File: config.mk
export PLATFORM = sky130hd
export DESIGN_NAME = epl_serial_master
export DESIGN_NICKNAME = d
export VERILOG_FILES = /design/src/rtl/epl_serial_master.sv
export SDC_FILE = /design/constraint.sdc
export NUM_CORES = 1
export LEC_CHECK = 0
export CORE_MARGIN = 3
export CORE_UTILIZATION = 40
export CTS_CLUSTER_DIAMETER = 50
export DETAILED_ROUTE_END_ITERATION = 8
export PLACE_DENSITY = 0.59
export SKIP_CTS_REPAIR_TIMING = 1
export SLEW_MARGIN = 20
export SYNTH_ARGS = -nofsm -noshare
export SYNTH_HDL_FRONTEND = slang
export SYNTH_SLANG_ARGS = --single-unit
File: constraint.sdc
create_clock -name PLD_MCLK -period 2.99 [get_ports PLD_MCLK]
set_input_delay 0.598 -clock PLD_MCLK [delete_from_list [all_inputs] [get_ports PLD_MCLK]]
set_output_delay 0.598 -clock PLD_MCLK [all_outputs]
set_load 0.01 [all_outputs]
File: src/rtl/epl_serial_master.sv
// epl_serial_master: single-frame serial bus master.
// A frame is an 8-bit command {rnw, addr} followed by 32 data bits, MSB first.
// Each bit is EPL_SCLK high for CLK_DIV cycles and then low for CLK_DIV cycles.
// EPL_SLE frames the whole transfer. EPL_SRDY gates the data phase.
// Optional feature: define EPL_MASTER_TIMEOUT_EN to abort a frame that waits
// too long for EPL_SRDY. Such a frame completes with err=1.
module epl_serial_master #(
  parameter int CLK_DIV        = 4,
  parameter int TIMEOUT_CYCLES = 1024
) (
  input  logic        PLD_MCLK,
  input  logic        EPL_RESETN,
  input  logic        start,
  input  logic        rnw,
  input  logic [6:0]  addr,
  input  logic [31:0] wdata,
  output logic        busy,
  output logic        done,
  output logic [31:0] rdata,
  output logic        err,
  output logic        EPL_SCLK,
  output logic        EPL_SDI,
  input  logic        EPL_SDO,
  output logic        EPL_SLE,
  input  logic        EPL_SRDY
);

  if (CLK_DIV < 2 || CLK_DIV > 255 || TIMEOUT_CYCLES < 1) begin : g_bad_param
    $error("epl_serial_master: CLK_DIV must be 2..255 and TIMEOUT_CYCLES >= 1");
  end

  localparam logic [7:0] DIV_N  = 8'(CLK_DIV);
  localparam logic [7:0] DIV_M1 = 8'(CLK_DIV - 1);

  typedef enum logic [2:0] {
    IDLE, SETUP, CMD, WAIT_RDY, DATA, HOLD, DONE
  } state_t;

  state_t      r_state;
  logic [7:0]  r_div_cnt;   // cycles left in the current half-period
  logic [5:0]  r_bit_cnt;   // falling edges so far in this frame, 0..40
  logic [39:0] r_shift;     // {command, write data}; the MSB is the next bit out
  logic [31:0] r_rx;
  logic        r_rnw;
  logic        r_pending;   // start accepted, SETUP still held off by the SLE gap
  logic        r_busy;
  logic        r_done;
  logic [31:0] r_rdata;
  logic        r_sclk;
  logic        r_sdi;
  logic        r_sle;
  logic [7:0]  r_gap_cnt;   // SLE-low cycles since the last frame, saturating
  logic        r_srdy_meta;
  logic        r_srdy_sync;

  logic w_accept;
  logic w_gap_ok;
  logic w_half_end;

  assign w_accept   = start && !r_busy;
  assign w_gap_ok   = (r_gap_cnt == DIV_N);
  assign w_half_end = (r_div_cnt == 8'd0);

`ifdef EPL_MASTER_TIMEOUT_EN
  localparam int TO_W = $clog2(TIMEOUT_CYCLES + 1);
  localparam logic [TO_W-1:0] TO_LAST = TO_W'(TIMEOUT_CYCLES - 1);

  logic [TO_W-1:0] r_to_cnt;
  logic            r_err;

  assign err = r_err;
`else
  assign err = 1'b0;
`endif

  assign busy     = r_busy;
  assign done     = r_done;
  assign rdata    = r_rdata;
  assign EPL_SCLK = r_sclk;
  assign EPL_SDI  = r_sdi;
  assign EPL_SLE  = r_sle;

  // Two-flop synchroniser for the asynchronous slave-ready input.
  always_ff @(posedge PLD_MCLK or negedge EPL_RESETN) begin
    if (!EPL_RESETN) begin
      r_srdy_meta <= 1'b0;
      r_srdy_sync <= 1'b0;
    end else begin
      r_srdy_meta <= EPL_SRDY;
      r_srdy_sync <= r_srdy_meta;
    end
  end

  // Count SLE-low cycles. Reset presets the count so that the first frame
  // does not wait.
  always_ff @(posedge PLD_MCLK or negedge EPL_RESETN) begin
    if (!EPL_RESETN) begin
      r_gap_cnt <= DIV_N;
    end else if (r_sle) begin
      r_gap_cnt <= 8'd0;
    end else if (r_gap_cnt != DIV_N) begin
      r_gap_cnt <= r_gap_cnt + 8'd1;
    end
  end

  // Frame FSM. All bus pins and handshake outputs are registered here.
  always_ff @(posedge PLD_MCLK or negedge EPL_RESETN) begin
    if (!EPL_RESETN) begin
      // NOTE: the shift registers are cleared along with the control state.
      // After reset the outputs and rdata are then defined, and no stale data
      // can leak into the next frame.
      r_state   <= IDLE;
      r_div_cnt <= 8'd0;
      r_bit_cnt <= 6'd0;
      r_shift   <= 40'd0;
      r_rx      <= 32'd0;
      r_rnw     <= 1'b0;
      r_pending <= 1'b0;
      r_busy    <= 1'b0;
      r_done    <= 1'b0;
      r_rdata   <= 32'd0;
      r_sclk    <= 1'b0;
      r_sdi     <= 1'b0;
      r_sle     <= 1'b0;
`ifdef EPL_MASTER_TIMEOUT_EN
      r_to_cnt  <= '0;
      r_err     <= 1'b0;
`endif
    end else begin
      // NOTE: non-blocking assignments mean that a later assignment in this
      // block overrides an earlier one. The done pulse therefore defaults low
      // here, and the accept block runs before the case statement, so the case
      // statement has the final say on r_pending.
      r_done <= 1'b0;

      if (w_accept) begin
        r_rnw     <= rnw;
        r_shift   <= {rnw, addr, (rnw ? 32'd0 : wdata)};
        r_busy    <= 1'b1;
        r_pending <= 1'b1;
`ifdef EPL_MASTER_TIMEOUT_EN
        r_err     <= 1'b0;
`endif
      end

      case (r_state)
        IDLE: begin
          if ((r_pending || w_accept) && w_gap_ok) begin
            r_state   <= SETUP;
            r_pending <= 1'b0;
            r_sle     <= 1'b1;
            r_sclk    <= 1'b0;
            r_sdi     <= w_accept ? rnw : r_shift[39];
            r_div_cnt <= DIV_M1;
            r_bit_cnt <= 6'd0;
          end
        end

        SETUP: begin
          if (w_half_end) begin
            r_state   <= CMD;
            r_sclk    <= 1'b1;
            r_div_cnt <= DIV_M1;
          end else begin
            r_div_cnt <= r_div_cnt - 8'd1;
          end
        end

        CMD, DATA: begin
          if (!w_half_end) begin
            r_div_cnt <= r_div_cnt - 8'd1;
          end else if (r_sclk) begin
            // Falling edge: the only point at which EPL_SDI moves on.
            r_sclk    <= 1'b0;
            r_sdi     <= r_shift[38];
            r_shift   <= {r_shift[38:0], 1'b0};
            r_bit_cnt <= r_bit_cnt + 6'd1;
            r_div_cnt <= DIV_M1;
          end else if (r_state == CMD && r_bit_cnt == 6'd8) begin
            r_state <= WAIT_RDY;
`ifdef EPL_MASTER_TIMEOUT_EN
            r_to_cnt <= '0;
`endif
          end else if (r_state == DATA && r_bit_cnt == 6'd40) begin
            r_state   <= HOLD;
            r_div_cnt <= DIV_M1;
          end else begin
            // Rising edge: EPL_SDO is sampled in this same cycle.
            r_sclk    <= 1'b1;
            r_div_cnt <= DIV_M1;
            if (r_state == DATA && r_rnw) begin
              r_rx <= {r_rx[30:0], EPL_SDO};
            end
          end
        end

        WAIT_RDY: begin
          if (r_srdy_sync) begin
            // Leaving the wait starts data bit 31 with its rising edge.
            r_state   <= DATA;
            r_sclk    <= 1'b1;
            r_div_cnt <= DIV_M1;
            if (r_rnw) begin
              r_rx <= {r_rx[30:0], EPL_SDO};
            end
          end
`ifdef EPL_MASTER_TIMEOUT_EN
          else if (r_to_cnt == TO_LAST) begin
            r_state <= DONE;
            r_sle   <= 1'b0;
            r_sdi   <= 1'b0;
            r_err   <= 1'b1;
            r_done  <= 1'b1;
            r_busy  <= 1'b0;
          end else begin
            r_to_cnt <= r_to_cnt + 1'b1;
          end
`endif
        end

        HOLD: begin
          if (w_half_end) begin
            r_state <= DONE;
            r_sle   <= 1'b0;
            r_done  <= 1'b1;
            r_busy  <= 1'b0;
            if (r_rnw) begin
              r_rdata <= r_rx;
            end
          end else begin
            r_div_cnt <= r_div_cnt - 8'd1;
          end
        end

        DONE: r_state <= IDLE;

        default: r_state <= IDLE;
      endcase
    end
  end

endmodule
==> results of run 1 <==
## layer usage
metal | global-route usage, % | up-vias
li1 | - | 2106
met1 | 20.6 | 2142
met2 | 24.5 | 65
met3 | 5.03 | 19
met4 | 5.93 | 0
met5 | 0 | -
## through the flow
| stage | setup slack [ns] | hold slack, ns | area (um^2) | cells | total power [uW] |
|---|---|---|---|---|---|
| after floorplan | 0.409 | 0.302 | 6160 | 554 | 2070 |
| final | 0.343 | 0.174 | 7800 | 822 | 4470 |
| after global placement | 0.394 | 0.340 | 7140 | 791 | 2180 |
| after CTS | 0.345 | 0.177 | 7800 | 822 | 4520 |
| after detailed placement | 0.369 | 0.341 | 7140 | 791 | 2190 |
| after global routing | 0.138 | 0.204 | 7800 | 822 | 4650 |
## how the worst min path moves through the flow
stage,end,cells after the start,start,slack [ns]
4_1_cts,r_gap_cnt[5],1,EPL_RESETN,0.18
5_1_grt,r_gap_cnt[5],1,EPL_RESETN,0.20
6_report,r_gap_cnt[5],1,EPL_RESETN,0.17
3_5_place_dp,r_srdy_sync,0,r_srdy_meta,0.34
3_3_place_gp,r_srdy_sync,0,r_srdy_meta,0.34
2_1_floorplan,EPL_SCLK,0,EPL_RESETN,0.30
## final cells by class
class / count / share of cell area, %
sequential: 138 / 44.3
clock buffer: 21 / 6.03
timing repair buffer: 90 / 11.6
tap: 184 / 2.95
clock inverter: 10 / 2.42
inverter: 14 / 0.674
multi-input combinational: 365 / 32.0
## cell families after synthesis
kind of cell / synth area share [%]
mux: 13.9
simple gates: 13.1
compound gates: 11.4
buf+inv: 3.43
fa+ha+maj: 1.02
other cells: 0.0609
xor+xnor: 0.996
flops: 56.1
## flip-flops by register name (all words and copies together), names as in the netlist
register / flops
done: 1
r_state: 3
EPL_SLE: 1
r_rx: 32
r_gap_cnt: 8
r_shift: 40
busy: 1
r_bit_cnt: 6
r_div_cnt: 8
EPL_SDI: 1
r_srdy_meta: 1
r_rnw: 1
rdata: 32
EPL_SCLK: 1
r_srdy_sync: 1
r_pending: 1
## worst register-to-register path: cells and delay by family, from the launching register on
kind                       cells  cell delay, ns
adders and majority gates      1            0.19
AOI/OAI and AO/OA              1            0.06
buffers and inverters          2            0.42
and+or+nand+nor                3            1.43
DFF                            1            0.41
## power by group
part	total, uW	internal (uW)	switching, uW	leakage (uW)
sequential	1970	1930	35.3	0.00175
clock	2310	1550	767	0.000320
combinational	186	103	83.5	0.00146
total	4470	3580	886	0.00353
## cells in the final DEF (no fill, tap or decap), drive strengths merged, types with 6 or more instances in the layout
| cell type | instances |
|---|---|
| a31oi | 7 |
| nor3 | 6 |
| mux2 | 68 |
| clkbuf | 21 |
| inv | 15 |
| a21oi | 83 |
| buf | 10 |
| clkdlybuf4s50 | 80 |
| mux2i | 9 |
| nand3 | 9 |
| nor2 | 54 |
| dfrtp | 137 |
| o21ai | 15 |
| or3 | 6 |
| nand2 | 20 |
| nor3b | 32 |
==> impl_metrics.csv, run 1 <==
group,metric,value,unit
outcome,status,"complete, no violations",
min_path,hold_path_class,"in2async",
drt,wl_met3,468,um
cells_and_area,drive_gt1_share,17.7,%
die,start_util,41.6,%
place,gp_congestion,0.838,
drt,vias,4332,
synth,synth_edf_count,0,
synth,netlist_area,6160,um^2
drt,wl,12400,um
sta,slew_viol_final,0,
synth,synth_warnings,0,
synth,ys.flop_type,"dfrtp_1",
grt,grt_pass1_wl,21000,um
grt,grt.overflow.total,0,
power,pwr_density_cell,573,nW/um^2
drt,avgViaCountPerCell,5.27,
clock_network,cts_tree,"done",
sta,setup_tns,0,ns
setup_path,reg2reg_depth,7,
setup_path,crit_end,"r_shift[7]",
sta,layout_min_cycle_time,2.65,ns
clock_network,clock-root-buffer,"clkbuf_16",
setup_path,cp_max_fo,80,
setup_path,start_kind,"flip-flop",
clock_network,h-tree-depth,4,
cells_and_area,fin_util,52.6,%
cells_and_area,layout.nets,676,
drt,wl_per_cell,15.1,um
setup_path,critPathKind,"reg2reg",
synth,synth_area_leaders,"dfrtp_1 (56%), mux2_2 (12%), a21oi_1 (6.7%)",
grt,grt_max_degree,81,
job,cap_violations,0,
die,io_pins,83,
setup_path,worstPathCellList,"inv_1 -> ha_1 -> or4b_1 -> or4b_4 -> buf_4 -> nor2_1 -> a21oi_1",
grt,antenna_found_initial,0,
synth,synth_top_area_cell,"dfrtp_1",
synth,synthCells,554,
setup_path,reg2reg_setup_slack,0.34,ns
drt,wl_met2,5980,um
setup_path,critPathBufInv,2,
cells_and_area,area_delta_synth_final,26.6,%
drt,drt_iter0_drc,279,
power,cellLeakagePower,0.00353,uW
setup_path,required,3.25,ns
cells_and_area,fill_cells,1321,
synth,synth_async_sr_flop_share,100,%
drt,dr.max_layer_used,"met4",
synth,synth.most_common_cell,"dfrtp_1",
setup_path,startpoint,"r_div_cnt[0]",
drt,wl_met1,5780,um
grt,grt_pass1_vias,4246,
cells_and_area,regArea,3450,um^2
sta,worst_slew_pin_slew,0.740,ns
synth,post-synth-top-area-fraction,55.7,%
die,dieHeight,130,um
synth,ys_ff_latch,138,
sta,fin_crit_sh,88.5,%
setup_path,endpoint_kind,"flip-flop",
setup_path,max_stage_delay,0.60,ns
clock_network,cts.path.max_buffers,2,
setup_path,slowest_stage,"or4b_1",
sta,finalHoldViolCount,0,
place,dpl.hpwl,7940,um
clock_network,clock_latency,0.41,ns
place,io_buffer_count,81,
cells_and_area,multi_input_area,2490,um^2
drt,drtPass1Iterations,4,
setup_path,cp_data_arrival_time,2.91,ns
grt,grt_use_total,15.7,%
synth,ys_top_cells_by_count,"dfrtp_1 (137), a21oi_1 (83), mux2_2 (68), nor2_1 (54)",
synth,syn_nets,604,
sta,relSlewSlack,50.7,%
setup_path,reg2reg_from,"r_div_cnt[0]",
drt,ant_nets,0,
die,core,14800,um^2
die,die-area,16900,um^2
sta,clock_skew,0.00802,ns
die,die_width,130,um
clock_network,cts-buffers-inserted,17,
power,vdd.ir_drop.worst,0.000426,V
drt,drc,0,
synth,synth_cell_type_count,49,
cells_and_area,antennaDiodeCount,0,
sta,rsz0062_at_grt,"false",
clock_network,cts.sinks,138,
synth,syn_area_per_cell,11.1,um^2
setup_path,critPathTopFamily,"simple AND/OR/NAND/NOR gates",
setup_path,crit_cells,7,
clock_network,clk_pin_slew_worst_paths,0.06,ns
sta,setup_viol,0,
synth,yosysSeqAreaShare,56.1,%
sta,fmax,0.378,GHz
die,rows,44,
setup_path,rr_endpoint,"r_shift[7]",
Power figures use the tool's default switching activity.
==> inputs of run 2 (changes only) <==
--- a/config.mk
+++ b/config.mk
@@ -5,8 +5,11 @@
 export SDC_FILE = /design/constraint.sdc
 export NUM_CORES = 1
 export LEC_CHECK = 0
+export ABC_AREA = 1
+export CORE_ASPECT_RATIO = 0.5
 export CORE_MARGIN = 3
 export CORE_UTILIZATION = 40
+export CTS_BUF_LIST = sky130_fd_sc_hd__clkbuf_4
 export CTS_CLUSTER_DIAMETER = 50
 export DETAILED_ROUTE_END_ITERATION = 8
 export PLACE_DENSITY = 0.59
==> run 2 against run 1 <==
Area after synthesis increased by 5.3%; die area is 5.6% higher; wire length rose by 5.1%; sequential share of layout area up 0.56 points; setup slack improved by 0.28 ns; final area fell by 1.3%; non-clock buffer count is 1 higher; critical path depth is 1 higher; critical path type unchanged; critical endpoint is now rdata[18].
==> impl_metrics.csv, run 2 <==
group,metric,value,unit
cells_and_area,final_cell_mix,"nand2_1 (238), dfrtp_1 (137), nand3_1 (84)",
drt,drc,0,
min_path,hold_path_class,"reg2reg",
sta,relSlewSlack,43.2,%
synth,synth_warnings,0,
synth,synth_top_family_by_area,"simple AND/OR/NAND/NOR gates",
synth,synth_cell_type_count,34,
sta,clock_skew,0.0299,ns
sta,worst_slew_pin_slew,0.848,ns
grt,grt_use_met2,23.2,%
clock_network,cts-buffers-inserted,17,
drt,drtPass1Iterations,4,
setup_path,cp_max_fo,53,
synth,syn_nets,822,
place,dpl.hpwl,8960,um
grt,grt_use_total,15.6,%
sta,layout_min_cycle_time,2.37,ns
power,power.total,3290,uW
grt,met1_usage,23.2,%
clock_network,cts.path.max_buffers,2,
die,dieHeight,96.0,um
grt,grt_pass1_vias,4878,
sta,setup_viol,0,
synth,synth_area_leaders,"dfrtp_1 (53%), nand2_1 (14%), nand3_1 (6.5%)",
die,start_util,41.5,%
synth,netlist_area,6480,um^2
die,die-area,17900,um^2
job,cap_violations,0,
synth,synth_top_area_cell,"dfrtp_1",
grt,grt_pass1_wl,22800,um
clock_network,clk_pin_slew_worst_paths,0.13,ns
clock_network,clock_latency,0.53,ns
die,core,15600,um^2
cells_and_area,top_register,"r_shift",
drt,drt_iter0_drc,318,
clock_network,clock-root-buffer,"clkbuf_4",
setup_path,required,3.42,ns
power,vdd.ir_drop.worst,0.000195,V
place,gp_congestion,0.807,
synth,synthCells,772,
cells_and_area,largest_reg_flops,40,
grt,antenna_found_initial,1,
sta,rsz0062_at_grt,"false",
synth,synth-compound-area-share,10.9,%
drt,ant_nets,0,
cells_and_area,layout.nets,895,
die,die_width,186,um
setup_path,start_kind,"flip-flop",
cells_and_area,final_common_cell,"nand2_1",
grt,grt_max_degree,58,
synth,ys.flop_type,"dfrtp_1",
die,io_pins,83,
place,io_buffer_count,81,
synth,synth_async_sr_flop_share,100,%
clock_network,h-tree-depth,4,
cells_and_area,area_delta_synth_final,18.7,%
synth,ys_top_cells_by_count,"nand2_1 (238), dfrtp_1 (137), nand3_1 (84), nor2_1 (65), inv_1 (58)",
clock_network,cts.sinks,138,
synth,synth_xor_area_share,0.540,%
die,rows,32,
setup_path,critPathKind,"reg2reg",
synth,post-synth-top-area-fraction,52.9,%
drt,wl,13100,um
synth,syn_area_per_cell,8.40,um^2
drt,avgViaCountPerCell,4.78,
synth,synth_edf_count,0,
synth,synth_fa_ha_area_share,0.965,%
power,pwr_density_cell,428,nW/um^2
synth,synth_simple_gate_area_share,27.1,%
clock_network,cts_tree,"done",
setup_path,endpoint_kind,"flip-flop",
grt,grt.overflow.total,0,
setup_path,cp_data_arrival_time,2.80,ns
synth,synthMuxAreaShare,0,%
grt,use_met3,3.21,%
drt,vias,5085,
cells_and_area,drive_gt1_share,10.5,%
sta,finalHoldViolCount,0,
sta,fmax,0.422,GHz
synth,ys_ff_latch,138,
sta,fin_crit_sh,79.3,%
sta,hold_ws,0.365,ns
sta,setup_tns,0,ns
power,cellLeakagePower,0.00361,uW
sta,slew_viol_final,0,
synth,synth.most_common_cell,"nand2_1",
grt,grt-busiest-layer,"met2",
drt,wl_per_cell,12.3,um
synth,yosysSeqAreaShare,53.3,%
outcome,status,"complete, no violations",
-- run 2: cell types whose count changed after synthesis, moves of 12 or more --
| cell | previous run | this run |
|---|---|---|
| buf_2 | 1 | 13 |
| o21ai_2 | 0 | 21 |
| nand2_1 | 20 | 238 |
| o21ai_0 | 15 | 30 |
| mux2_2 | 68 | 0 |
| clkbuf_1 | 32 | 12 |
| nor3b_1 | 32 | 0 |
| a21oi_1 | 83 | 9 |
| inv_1 | 14 | 58 |
| nand3_1 | 9 | 84 |
| a31oi_1 | 7 | 40 |
-- run 2: metal layers --
| metal | up-vias | wire [um] |
|---|---|---|
| met5 | - | 0 |
| li1 | 2653 | - |
| met1 | 2352 | 7000 |
| met2 | 76 | 5550 |
| met4 | 0 | 72 |
| met3 | 4 | 452 |
-- run 2: kinds of logic (layout without fill, tap and decap cells) --
logic type / after synthesis / in the layout
other: 1 / 2
buffers and inverters: 101 / 187
adders and majority gates: 5 / 5
AOI/OAI and AO/OA: 113 / 113
xor gates and xnor gates: 4 / 4
DFF: 138 / 138
and+or+nand+nor: 410 / 410
-- run 2: final timing paths --
check	start	endpoint	slack [ns]	depth (start not counted)
hold reg to reg	r_srdy_meta	r_srdy_sync	0.37	0
max in group asynchronous	EPL_RESETN	r_rx[4]	1.65	3
min in group asynchronous	EPL_RESETN	rdata[26]	0.58	2
setup reg to reg	r_div_cnt[0]	rdata[18]	0.62	8
setup / recovery	r_div_cnt[0]	rdata[18]	0.62	8
hold / removal	r_srdy_meta	r_srdy_sync	0.37	0
-- run 2: power by group --
group,internal [uW],switching [uW]
clock network,361,784
logic,95.3,84.0
registers,1930,38.8
-- run 2: metrics by stage --
| step | util [%] | std cells | cell area (um^2) | setup WS, ns |
|---|---|---|---|---|
| final | 49.3 | 1063 | 7700 | 0.620 |
| after global routing | 49.3 | 1063 | 7700 | 0.287 |
| after CTS | 49.2 | 1061 | 7690 | 0.591 |
| after detailed placement | 47.6 | 1029 | 7430 | 0.621 |
| after global placement | 47.6 | 1029 | 7430 | 0.716 |
| after floorplan | - | 772 | 6480 | 1.37 |
-- run 2: critical path, cell delays in order (launching register included) --
cell	delay [ns]
dfrtp_1	0.41
inv_1	0.08
ha_1	0.19
nand2_1	0.10
nor2_2	0.22
nand2_1	0.12
inv_2	0.24
nand2_2	0.53
o21ai_0	0.36
-- run 2: cell type report --
cell class / instances / area [um^2]
Fill cell: 1548 / 7920
Sequential cell: 138 / 3450
Multi-Input combinational cell: 533 / 2560
Timing Repair Buffer: 91 / 927
Tap cell: 204 / 255
Inverter: 64 / 240
Clock inverter: 15 / 131
Clock buffer: 17 / 128
Antenna cell: 1 / 2.50
==> inputs of run 3 (changes only) <==
--- a/config.mk
+++ b/config.mk
@@ -12,7 +12,7 @@
 export CTS_BUF_LIST = sky130_fd_sc_hd__clkbuf_4
 export CTS_CLUSTER_DIAMETER = 50
 export DETAILED_ROUTE_END_ITERATION = 8
-export PLACE_DENSITY = 0.59
+export PLACE_DENSITY = 0.61
 export SKIP_CTS_REPAIR_TIMING = 1
 export SLEW_MARGIN = 20
 export SYNTH_ARGS = -nofsm -noshare
==> constraint.sdc (replaced) <==
create_clock -name PLD_MCLK -period 2.1 [get_ports PLD_MCLK]
set_input_delay 0.42 -clock PLD_MCLK [delete_from_list [all_inputs] [get_ports PLD_MCLK]]
set_output_delay 0.42 -clock PLD_MCLK [all_outputs]
set_load 0.01 [all_outputs]
==> run 3 against run 2 <==
Final area grew 1.7%; non-clock buffer count grew 9; power grew 47%; clock skew shrank 0.00050 ns.
==> impl_metrics.csv, run 3 (synthesized netlist as in run 2, its figures left out) <==
group,metric,value,unit
clock_network,cts.sinks,138,
cells_and_area,final_common_cell,"nand2_1",
grt,grt_use_total,16.1,%
die,rows,32,
setup_path,cp_max_fo,5,
grt,grt_pass1_vias,4904,
sta,layout_min_cycle_time,1.97,ns
die,dieHeight,96.0,um
cells_and_area,final_cell_mix,"nand2_1 (238), dfrtp_1 (135), nand3_1 (84)",
place,placed_area,7520,um^2
die,die-area,17900,um^2
power,power.total,4830,uW
sta,worst_slew_pin_slew,0.512,ns
sta,setup_tns,0,ns
clock_network,clock-root-buffer,"clkbuf_4",
clock_network,clk_pin_slew_worst_paths,0.13,ns
setup_path,critPathBufInv,1,
cells_and_area,area_delta_synth_final,20.7,%
clock_network,h-tree-depth,4,
clock_network,cts_tree,"done",
setup_path,critPathTopFamily,"buffers and inverters",
cells_and_area,layout.nets,904,
sta,relSlewSlack,65.9,%
die,start_util,41.5,%
setup_path,slowest_stage,"clkdlybuf4s50_1",
setup_path,critPathKind,"reg2out",
power,vdd.ir_drop.worst,0.000335,V
drt,vias,5240,
setup_path,worstPathCellList,"clkdlybuf4s50_1",
sta,setup_viol,0,
die,die_width,186,um
setup_path,required,1.68,ns
job,cap_violations,0,
min_path,hold_path_class,"in2reg",
setup_path,endpoint_kind,"output port",
drt,drt_iter0_drc,344,
cells_and_area,fill_cells,1473,
sta,fin_crit_sh,93.7,%
grt,grt_pass1_wl,23400,um
drt,avgViaCountPerCell,4.89,
drt,wl,13300,um
drt,drtPass1Iterations,5,
place,dpl.hpwl,9140,um
cells_and_area,top_register,"r_shift",
grt,grt.overflow.total,0,
place,gp_congestion,0.809,
sta,rsz0062_at_grt,"false",
sta,slew_viol_final,0,
cells_and_area,largest_reg_flops,40,
power,pwr_density_cell,617,nW/um^2
clock_network,cts.path.max_buffers,2,
setup_path,cp_data_arrival_time,1.55,ns
sta,clock_skew,0.0294,ns
setup_path,max_stage_delay,0.59,ns
clock_network,clock_latency,0.53,ns
setup_path,start_kind,"flip-flop",
outcome,status,"complete, no violations",
clock_network,cts-buffers-inserted,17,
cells_and_area,fin_area,7830,um^2
die,io_pins,83,
cells_and_area,antennaDiodeCount,0,
power,cellLeakagePower,0.00367,uW
drt,wl_per_cell,12.5,um
sta,finalHoldViolCount,0,
sta,finalWorstSetupSlack,0.132,ns
grt,grt_max_degree,63,
drt,ant_nets,0,
die,core,15600,um^2
sta,fmax,0.508,GHz
drt,drc,0,
place,io_buffer_count,81,
place,dp_slack,0.0776,ns
cells_and_area,drive_gt1_share,11.6,%
sta,hold_ws,0.345,ns
grt,antenna_found_initial,0,
## run 3: cell types whose count changed in the layout (fill, tap and decap cells not counted), sizes merged
cell	before	now
buf	10	19
bufinv	0	1
clkinv	3	2
clkinvlp	3	4
diode	1	0
inv	73	72
## run 3: area by class of cell
type / count / area (um^2) / area share (%)
sequential: 138 / 3460 / 44.2
multi-input combinational: 533 / 2560 / 32.7
tap: 204 / 255 / 3.26
inverter: 64 / 240 / 3.07
timing repair buffer: 100 / 1030 / 13.2
clock buffer: 17 / 128 / 1.63
clock inverter: 15 / 155 / 1.98
## run 3: worst reg2reg max path: cells and delay by family (launching register included)
kind                   cells  cell delay (ns)
DFF                        1             0.48
and+or+nand+nor            6             0.76
buffers and inverters      3             0.50
AOI/OAI and AO/OA          1             0.06
## run 3: power by group
part           total, uW  switching [uW]  internal (uW)  leakage (uW)
clock network       1760            1130            632      0.000142
registers           2800            48.1           2750       0.00178
logic                272             130            142       0.00175
total               4830            1310           3520       0.00367
## run 3: stage by stage
step                util, %  instances
finish                 50.1       1071
global route           50.1       1071
CTS                    50.0       1069
detailed placement     48.2       1037
global placement       48.2       1037
floorplan                 -        772
## run 3: worst paths after layout
kind	depth (start not counted)	start	endpoint	slack (ns)
setup / recovery	1	EPL_SLE	EPL_SLE	0.13
hold / removal	1	EPL_SRDY	r_srdy_meta	0.34
setup reg to reg	10	r_state[2]	r_rx[14]	0.21
hold reg to reg	0	r_srdy_meta	r_srdy_sync	0.38
max in group asynchronous	3	EPL_RESETN	r_gap_cnt[2]	1.06
min in group asynchronous	2	EPL_RESETN	rdata[25]	0.38
## run 3: routing by layer
layer | vias up | global-route usage (%) | share of wire [%] | wire length (um)
li1 | 2658 | - | - | -
met1 | 2444 | 23.0 | 50 | 6680
met2 | 126 | 24.8 | 45 | 5950
met3 | 12 | 3.70 | 4.4 | 590
met4 | 0 | 4.27 | 0.88 | 118
met5 | - | 0 | 0 | 0
